<file path="config.mk">
export PLATFORM = sky130hd
export DESIGN_NAME = pwm_throttle_sequencer_flat
export DESIGN_NICKNAME = d
export VERILOG_FILES = /design/src/rtl/pwm_throttle_sequencer_if.sv /design/src/rtl/pwm_throttle_sequencer.sv /design/src/flat_wrapper.sv
export SDC_FILE = /design/constraint.sdc
export NUM_CORES = 1
export LEC_CHECK = 0
export CAP_MARGIN = 10
export CORE_MARGIN = 10
export CORE_UTILIZATION = 30
export DETAILED_ROUTE_END_ITERATION = 8
export HOLD_SLACK_MARGIN = 0.06
export PLACE_DENSITY = 0.54
export SYNTH_ARGS = -nofsm -noshare
export SYNTH_HDL_FRONTEND = slang
export SYNTH_SLANG_ARGS = --single-unit
</file>
<file path="constraint.sdc">
create_clock -name clk -period 5.6 [get_ports clk]
set_clock_uncertainty 0.05 [all_clocks]
set_input_delay 1.4 -clock clk [delete_from_list [all_inputs] [get_ports clk]]
set_output_delay 1.4 -clock clk [all_outputs]
set_load 0.01 [all_outputs]
</file>
<file path="src/rtl/pwm_throttle_sequencer_if.sv">
// Command handshake between the CPU PIO registers and the throttle sequencer.
interface pwm_throttle_sequencer_if #(parameter int W = 28);
  logic [W-1:0] cmd_period;
  logic [W-1:0] cmd_duty;
  logic         cmd_valid;
  logic         cmd_ready;
  logic         cmd_err;

  modport master (output cmd_period, cmd_duty, cmd_valid, input cmd_ready, cmd_err);
  modport slave  (input cmd_period, cmd_duty, cmd_valid, output cmd_ready, cmd_err);
endinterface

</file>
<file path="src/rtl/pwm_throttle_sequencer.sv">
// Period/duty sequencer for one ESC channel: arming, slew-limited run, controlled stop.
// Optional command watchdog enabled by defining PWM_THROTTLE_WDOG_EN.
module pwm_throttle_sequencer #(
`ifdef PWM_THROTTLE_WDOG_EN
  parameter int WDOG_PERIODS = 25,
`endif
  parameter int W           = 28,
  parameter int DEF_PERIOD  = 1000000,
  parameter int MIN_PERIOD  = 1000,
  parameter int ARM_DUTY    = 50000,
  parameter int ARM_PERIODS = 100,
  parameter int SLEW_STEP   = 500,
  parameter int STOP_STEP   = 2000
) (
  input  logic                          clk,
  input  logic                          reset_n,
  pwm_throttle_sequencer_if.slave       cmd,
  input  logic                          arm_req,
  input  logic                          stop_req,
  input  logic                          period_end,
  output logic [W-1:0]                  pwm_period,
  output logic [W-1:0]                  pwm_duty,
  output logic [1:0]                    state,
  output logic                          clip,
  output logic                          wdog_trip
);

  typedef enum logic [1:0] {
    DISARMED = 2'b00,
    ARMING   = 2'b01,
    RUN      = 2'b10,
    STOP     = 2'b11
  } state_t;

  localparam int CNT_W = $clog2(ARM_PERIODS + 1);
  localparam logic [W-1:0] DEF_PERIOD_W = W'(DEF_PERIOD);
  localparam logic [W-1:0] MIN_PERIOD_W = W'(MIN_PERIOD);
  localparam logic [W-1:0] ARM_DUTY_W   = W'(ARM_DUTY);
  localparam logic [W-1:0] SLEW_STEP_W  = W'(SLEW_STEP);
  localparam logic [W-1:0] STOP_STEP_W  = W'(STOP_STEP);
  localparam logic [CNT_W-1:0] ARM_LAST = CNT_W'(ARM_PERIODS - 1);

  state_t           cur;
  logic [W-1:0]     next_period;
  logic [W-1:0]     target;
  logic [CNT_W-1:0] arm_cnt;
  logic             cmd_seen;
  logic             err_q;
  logic             accept;
  logic [W-1:0]     clamp_lo;
  logic [W-1:0]     clamped;
  logic [W-1:0]     slew_duty;
  logic [W-1:0]     run_duty;

  assign cmd.cmd_ready = (cur == ARMING) || (cur == RUN);
  assign cmd.cmd_err   = err_q;
  assign accept        = cmd.cmd_valid && cmd.cmd_ready;
  assign state         = cur;

  // Command duty is lifted to the arming floor first, then capped by its own period.
  always_comb begin
    clamp_lo = (cmd.cmd_duty < ARM_DUTY_W) ? ARM_DUTY_W : cmd.cmd_duty;
    clamped  = (clamp_lo > cmd.cmd_period) ? cmd.cmd_period : clamp_lo;
  end

  // Step toward target without overshoot, then cap by the period about to be loaded.
  always_comb begin
    slew_duty = target;
    if (target > pwm_duty) begin
      if ((target - pwm_duty) > SLEW_STEP_W) slew_duty = pwm_duty + SLEW_STEP_W;
    end else if (pwm_duty - target > SLEW_STEP_W) begin
      slew_duty = pwm_duty - SLEW_STEP_W;
    end
    run_duty = (slew_duty > next_period) ? next_period : slew_duty;
  end

`ifdef PWM_THROTTLE_WDOG_EN
  localparam int WD_W = $clog2(WDOG_PERIODS + 1);
  localparam logic [WD_W-1:0] WDOG_LAST = WD_W'(WDOG_PERIODS - 1);
  logic [WD_W-1:0] wdog_cnt;
  logic            trip_q;
  assign wdog_trip = trip_q;
`else
  assign wdog_trip = 1'b0;
`endif

  always_ff @(posedge clk or negedge reset_n) begin
    if (!reset_n) begin
      cur         <= DISARMED;
      pwm_period  <= DEF_PERIOD_W;
      pwm_duty    <= '0;
      next_period <= DEF_PERIOD_W;
      target      <= '0;
      arm_cnt     <= '0;
      cmd_seen    <= 1'b0;
      clip        <= 1'b0;
      err_q       <= 1'b0;
`ifdef PWM_THROTTLE_WDOG_EN
      wdog_cnt    <= '0;
      trip_q      <= 1'b0;
`endif
    end else begin
      err_q <= 1'b0;
      case (cur)
        DISARMED: begin
          pwm_duty <= '0;
          if (arm_req && !stop_req) begin
            cur      <= ARMING;
            clip     <= 1'b0;
            arm_cnt  <= '0;
            cmd_seen <= 1'b0;
`ifdef PWM_THROTTLE_WDOG_EN
            trip_q   <= 1'b0;
`endif
          end
        end
        ARMING: begin
          if (stop_req || !arm_req) begin
            cur <= STOP;
          end else if (period_end) begin
            pwm_duty   <= ARM_DUTY_W;
            pwm_period <= next_period;
            if (arm_cnt == ARM_LAST) begin
              cur <= RUN;
              if (!cmd_seen) target <= ARM_DUTY_W;
`ifdef PWM_THROTTLE_WDOG_EN
              wdog_cnt <= '0;
`endif
            end else begin
              arm_cnt <= arm_cnt + 1'b1;
            end
          end
        end
        RUN: begin
          if (stop_req || !arm_req) begin
            cur <= STOP;
          end else if (period_end) begin
            pwm_period <= next_period;
            pwm_duty   <= run_duty;
`ifdef PWM_THROTTLE_WDOG_EN
            if (wdog_cnt == WDOG_LAST) begin
              cur    <= STOP;
              trip_q <= 1'b1;
            end else begin
              wdog_cnt <= wdog_cnt + 1'b1;
            end
`endif
          end
        end
        STOP: begin
          if (period_end) begin
            if (pwm_duty == '0) cur <= DISARMED;
            else pwm_duty <= (pwm_duty > STOP_STEP_W) ? pwm_duty - STOP_STEP_W : '0;
          end
        end
        default: cur <= DISARMED;
      endcase

      // Written after the FSM so a command accepted on the last arming period keeps its target.
      if (accept) begin
`ifdef PWM_THROTTLE_WDOG_EN
        wdog_cnt <= '0;
`endif
        if (cmd.cmd_period < MIN_PERIOD_W) begin
          err_q <= 1'b1;
        end else begin
          next_period <= cmd.cmd_period;
          target      <= clamped;
          if (clamped != cmd.cmd_duty) clip <= 1'b1;
          if (cur == ARMING) cmd_seen <= 1'b1;
        end
      end
    end
  end

endmodule
</file>
<file path="src/flat_wrapper.sv">
// flat-port wrapper written by rule: the top's interface ports become plain ports
module pwm_throttle_sequencer_flat 
#(

  parameter int W           = 28,
  parameter int DEF_PERIOD  = 1000000,
  parameter int MIN_PERIOD  = 1000,
  parameter int ARM_DUTY    = 50000,
  parameter int ARM_PERIODS = 100,
  parameter int SLEW_STEP   = 500,
  parameter int STOP_STEP   = 2000
)
  (clk, reset_n, arm_req, stop_req, period_end, pwm_period, pwm_duty, state, clip, wdog_trip, cmd_cmd_period, cmd_cmd_duty, cmd_cmd_valid, cmd_cmd_ready, cmd_cmd_err);
  pwm_throttle_sequencer_if #(.W(W)) cmd_i ();
  input  logic clk;
  input  logic reset_n;
  input  logic arm_req;
  input  logic stop_req;
  input  logic period_end;
  output logic [W-1:0] pwm_period;
  output logic [W-1:0] pwm_duty;
  output logic [1:0] state;
  output logic clip;
  output logic wdog_trip;
  input wire logic [$bits(cmd_i.cmd_period)-1:0] cmd_cmd_period;
  input wire logic [$bits(cmd_i.cmd_duty)-1:0] cmd_cmd_duty;
  input wire logic [$bits(cmd_i.cmd_valid)-1:0] cmd_cmd_valid;
  output wire logic [$bits(cmd_i.cmd_ready)-1:0] cmd_cmd_ready;
  output wire logic [$bits(cmd_i.cmd_err)-1:0] cmd_cmd_err;
  assign cmd_i.cmd_period = cmd_cmd_period;
  assign cmd_i.cmd_duty = cmd_cmd_duty;
  assign cmd_i.cmd_valid = cmd_cmd_valid;
  assign cmd_cmd_ready = cmd_i.cmd_ready;
  assign cmd_cmd_err = cmd_i.cmd_err;
  pwm_throttle_sequencer #(.W(W), .DEF_PERIOD(DEF_PERIOD), .MIN_PERIOD(MIN_PERIOD), .ARM_DUTY(ARM_DUTY), .ARM_PERIODS(ARM_PERIODS), .SLEW_STEP(SLEW_STEP), .STOP_STEP(STOP_STEP)) u_core (.clk(clk), .reset_n(reset_n), .cmd(cmd_i), .arm_req(arm_req), .stop_req(stop_req), .period_end(period_end), .pwm_period(pwm_period), .pwm_duty(pwm_duty), .state(state), .clip(clip), .wdog_trip(wdog_trip));
endmodule
</file>
Yosys cells after proc, flatten, opt, wreduce, memory -nomap -nowiden. Index checks and enable logic that the tools add are counted.

Output and inout port bits: 62. Input port bits: 62. Register bits after elaboration: 124. Word-level logic and storage cells: 103.

Bitwise logic cells: 2. $add $sub $neg: 6. Reductions and logical operators: 15. Multiplexer cells: 46. Magnitude comparators: 8. Equal/unequal tests: 17.

Operators with widths (number): 28-bit 2-to-1 mux (20); 28-bit one-hot mux with 4 select lines (1); 28-bit greater-than comparator (3); 28-bit by 9-bit greater-than comparator with 1-bit output (second input constant) (2); 28-bit subtractor (2); 28-bit by 9-bit adder with 28-bit output (second input constant) (1); 28-bit by 11-bit greater-than comparator with 1-bit output (second input constant) (1); 28-bit zero test (1); 28-bit by 10-bit < comparator with 1-bit output (second input constant) (1); 28-bit by 16-bit < comparator with 1-bit output (second input constant) (1); 7-bit 2-to-1 mux (4); 28-bit inequality test (1); 28-bit by 11-bit subtractor with 28-bit output (second input constant) (1); 28-bit by 9-bit subtractor with 28-bit output (second input constant) (1); 2-bit inequality test (second input constant) (8); 2-bit 2-to-1 mux (7); 7-bit one-hot mux with 2 select lines (1); 1-bit 2-to-1 mux (12); 6-bit AND reduction (2); 2-bit one-hot mux with 4 select lines (1); 7-bit by 1-bit adder with 7-bit output (second input constant) (1); 7-bit == test (second input constant) (1); 3-bit inequality test (second input constant) (2); 5-bit AND reduction (1); 12 further kinds (18).

Logic depth before layout (Yosys ltp).
Depth in word-level cells: 9. Gate-level depth with buffers: 30. Depth with buffers taken out: 26.

Least setup slack after synthesis. OpenSTA, ideal clock, no wires.

Path kind: reg2reg. From: register u_core.pwm_duty[9]. To: register u_core.pwm_duty[13]. Buffers on the path: 5. Setup slack: -0.585 ns. Stages on the path, launching flop included: 26. Library setup time: 0.095 ns. Period minus slack after synthesis: 6.185 ns. Arrival time: 6.040 ns. Cell sequence: dfrtp_1 clkbuf_1 clkinv_1 ha_1 buf_2 nand4_1 o41a_1 o21ai_2 mux2i_1 or4_4 nor2_2 a21o_2 buf_6 buf_6 nand2_1 and2_1 ha_1 nand4_1 or2_2 o221ai_1 a21oi_1 a32oi_1 nor3b_1 clkbuf_1 a221oi_1 o31ai_1.

Word-level cells in the longest chain between the ends: 9. Elaborated cells between the ends (all ways): 23. Those cells by class: add/sub (5); order compare (5); eq/ne (1); mux (10); reduce/logical (2).

RTL lines: start: declaration (RTL line pwm_throttle_sequencer.sv:22) `output logic [W-1:0] pwm_duty,`; start signal: assignment (RTL line pwm_throttle_sequencer.sv:139) `pwm_duty <= run_duty;`; start signal: assignment (RTL line pwm_throttle_sequencer.sv:153) `else pwm_duty <= (pwm_duty > STOP_STEP_W) ? pwm_duty - STOP_STEP_W : '0;`; 28-bit subtractor, on equally long branches (RTL line pwm_throttle_sequencer.sv:71, pwm_throttle_sequencer.sv:70); 28-bit by 9-bit greater-than comparator with 1-bit output, on equally long branches (RTL line pwm_throttle_sequencer.sv:71, pwm_throttle_sequencer.sv:70); 28-bit 2-to-1 mux, on equally long branches (RTL line pwm_throttle_sequencer.sv:71, pwm_throttle_sequencer.sv:70); 28-bit 2-to-1 mux (RTL line pwm_throttle_sequencer.sv:69) `if (target > pwm_duty) begin`; 28-bit greater-than comparator (RTL line pwm_throttle_sequencer.sv:74) `run_duty = (slew_duty > next_period) ? next_period : slew_duty;`; 28-bit 2-to-1 mux (RTL line pwm_throttle_sequencer.sv:74); 28-bit 2-to-1 mux (RTL line pwm_throttle_sequencer.sv:137) `end else if (period_end) begin`; 28-bit 2-to-1 mux (RTL line pwm_throttle_sequencer.sv:135) `if (stop_req || !arm_req) begin`; 28-bit one-hot mux with 4 select lines (RTL line pwm_throttle_sequencer.sv:104) `case (cur)`.

Parallel ways exist; a longest one is shown, timed or not. The select of a mux whose other input is x is not followed. A chain may end at the register's enable or synchronous reset.

Final worst setup path.
From: register u_core.pwm_duty[2]. To: register u_core.pwm_duty[15].

The elaborated chain is that of the path after synthesis.

==> impl_results.md <==
- Status: complete, but fails checks
- Failing checks: setup timing
- Crit path buffers/inverters: 8
- Yosys warns: 0
- Vias in the first global route: 14,912
- Post-Synthesis Cell Area: 12,900 µm²
- Final antenna-violating net count: 0
- Core area: 42,200 µm²
- Kind of critical path: reg -> reg
- Flop-to-flop setup slack: -0.37 ns
- CTS buffer count: 17
- Chip height: 227 µm
- Final hold vios: 0
- Antenna violations before repair: 0
- Unrepaired setup endpoints after global routing: true
- R2R cell count: 30
- CTS root buffer: clkbuf_16
- CP Data Arrival Time: 6.26 ns
- P&R area growth vs syn: 53.2%
- Crit. path cell count: 30
- Via Count: 14,981
- Hold WC Path Type: reg -> reg
- GPL Wtd Cong: 0.944
- CTS tree: done
- Period utilisation layout: 107%
- Die footprint: 51,600 µm²
- Post-synth cell types: 95
- Clock Latency Late Sink: 0.44 ns
- Primary FF master, synth: dfrtp_1
- Max Cap Viol: 0
- HPWL Detailed: 47.6 mm
- 1st-iter DRT viols: 1,208
- Post-synthesis net count: 1,873
- Antenna diodes: 0
- Die width: 227 µm
- Initial core utilization: 30.5%
- Worst-path maximum fanout: 5
- Core Rows: 75
- CP Capture Type: register
- Critical Path Slowest Stage Cell: dfrtp_1
- WL/cell: 21.6 µm
- TritonRoute pass-1 iters: 5
- CTS Hold Bufs: 0
- Dpl ws: -1.24 ns
- Mean Syn Cell Area: 7.64 µm²
- First-pass GRT wire length: 88.7 mm
- Yosys reg bits: 124
- Clock-pin slew on the worst setup and hold paths: 0.06 ns
- Io pins: 124
- H-Tree Depth: 4
- Worst Path Required: 5.88 ns
- Max-slew violations: 0
- Largest net degree at the start of global routing: 102
- Inst Count DP: 2,633
- Share of cells above drive strength 1: 32.2%
- Slew of the pin with the lowest slew margin: 0.974 ns
- GRT Resource Usage Total: 22.3%
- IO Port Bufs: 122
- Drt via density: 5.50
- Max Buffers Root-to-Sink: 2
- CP max stage delay: 0.40 ns
- Nets@finish: 2,358
- CP delay by family, top: compound AO/OA/AOI/OAI gates
- Slew margin rel.: 35.0%
- Tmin final: 5.97 ns
- Worst r2r src: u_core.pwm_duty[2]
- Reg-to-reg critical path endpoint: u_core.pwm_duty[15]
- Critical path startpoint category: register
- Fmax: 0.167 GHz
- Critical Path Sink: u_core.pwm_duty[15]
- Fillers: 4,241
- EDFF count, synth: 0
- Cells after Synth: 1,687
- Post-route DRC: 0
- Drt total wl: 58.9 mm
- Ys async rst share: 100%
- Post-Layout Cell Count: 2,724
- Seq/Total Area, Yosys: 24.2%
- Final worst slack: -0.375 ns
- Overflow after GRT: 0
- Final setup fails: 28
- Top cell by count, worst path: buf_4
- Crit path launch: u_core.pwm_duty[2]
- Clk sinks: 124
==> worst register-to-register path: cells and delay by family, from the launching register on <==
kind                       cells  cell delay [ns]
AOI/OAI and AO/OA             13             2.21
buffers and inverters          8             1.18
and+or+nand+nor                6             1.12
adders and majority gates      2             0.60
DFF                            1             0.40
muxes                          1             0.31
==> registers in the layout (all words and copies together) (netlist names) <==
| name | cells |
|---|---|
| u_core.cmd.cmd_err | 1 |
| u_core.arm_cnt | 7 |
| u_core.state | 2 |
| u_core.next_period | 28 |
| u_core.pwm_duty | 28 |
| u_core.pwm_period | 28 |
| u_core.target | 28 |
| u_core.clip | 1 |
| u_core.cmd_seen | 1 |
==> placed cells by master (no fill, tap or decap), types with 16 or more instances in the layout <==
cell	n
a21o_1	44
a21oi_1	66
a21oi_2	23
a221o_1	16
buf_4	416
clkbuf_16	17
clkdlybuf4s50_1	121
dfrtp_1	96
ha_1	97
ha_4	21
inv_1	122
nand2_1	178
nand3_1	57
nand4_1	43
nor2_1	99
nor2b_1	23
nor3_1	46
nor4_1	22
o211ai_1	34
o21ai_0	121
xnor2_1	30
xor2_1	39
==> timing repair <==
action / in CTS / in global routing
setup buffers: 36 / 22
setup endpoints to repair: 28 / 28
cloned: 2 / 0
pin swaps: 54 / 76
gates resized for setup: 96 / 115
==> layer usage <==
metal	vias up	global-route usage, %	wire, µm
li1	7131	-	-
met1	7153	30.3	26800
met2	585	35.3	26300
met3	112	2.91	3600
met4	0	8.86	2200
met5	-	0	0
==> per-stage QoR <==
stage | cell area [µm²] | setup TNS (ns) | hold WS (ns) | utilization [%]
2_1_floorplan | 13300 | 0 | 0.409 | -
3_3_place_gp | 17600 | -34.97 | 0.416 | 41.7
3_5_place_dp | 17600 | -31.31 | 0.424 | 41.7
4_1_cts | 19100 | -7.09 | 0.437 | 45.1
5_1_grt | 19700 | -14.12 | 0.453 | 46.7
6_report | 19700 | -7.82 | 0.431 | 46.7
==> worst min path at each step <==
stage	startpoint	end	slack [ns]	cells past startpoint
finish	u_core.pwm_period[24]	u_core.pwm_period[24]	0.43	2
floorplan	u_core.cmd_seen	u_core.cmd_seen	0.41	1
global route	u_core.pwm_period[19]	u_core.pwm_period[19]	0.45	2
global placement	u_core.pwm_period[25]	u_core.pwm_period[25]	0.42	2
detailed placement	u_core.pwm_period[1]	u_core.pwm_period[1]	0.42	2
CTS	u_core.pwm_period[6]	u_core.pwm_period[6]	0.44	2
==> Yosys cell counts (5+ instances only) <==
library cell	n	share of area, %
or2_2	11	0.53
a221oi_1	15	1.0
a21oi_1	96	3.7
o21ai_1	9	0.35
clkbuf_1	70	2.0
or3_1	14	0.68
nand3_1	59	2.3
ha_1	123	12
o21ai_0	134	5.2
o22a_1	5	0.34
o21bai_1	8	0.47
o211ai_1	34	2.0
nand4_1	43	2.1
and3_1	13	0.63
nand2_1	182	5.3
a311oi_1	5	0.34
buf_2	19	0.74
a21boi_0	5	0.29
o2111ai_1	5	0.34
and2_1	10	0.49
o22ai_1	14	0.68
o21a_1	15	0.87
dfstp_2	14	2.9
nand2b_1	15	0.73
nor3_1	52	2.0
mux2i_1	13	1.0
a211oi_1	10	0.58
a31oi_1	16	0.78
xnor2_1	30	2.0
inv_1	134	3.9
o31ai_1	7	0.41
nor4_1	26	1.3
a22o_1	5	0.34
o221ai_1	18	1.2
dfrtp_1	110	21
xor2_1	40	2.7
nor2_1	108	3.1
and4_1	8	0.54
nor2b_1	25	1.2
a221o_1	16	1.2
buf_4	6	0.35
a21o_1	44	2.6
==> cell type report <==
cell class              instances  area (µm²)  area share, %
clock buffers                  19         443           2.24
clock inverters                13         166          0.843
inverters                     137         529           2.68
multi-input cells            1326        9980           50.6
flip-flops and latches        124        3140           15.9
well taps                     539         674           3.42
repair buffers                566        4800           24.3
==> logic make-up after synthesis <==
logic type | count (synthesis) | share of synthesized area [%]
other | 1 | 0.0291
muxes | 14 | 1.10
buffers and inverters | 237 | 7.38
and+or+nand+nor | 586 | 22.2
AOI/OAI and AO/OA | 531 | 28.2
DFF | 124 | 24.2
xor gates and xnor gates | 70 | 4.76
adders and majority gates | 124 | 12.1
Power is left out: the tool's default activity adds up to more than one toggle a clock period on the data nets, which glitch-free logic cannot reach.
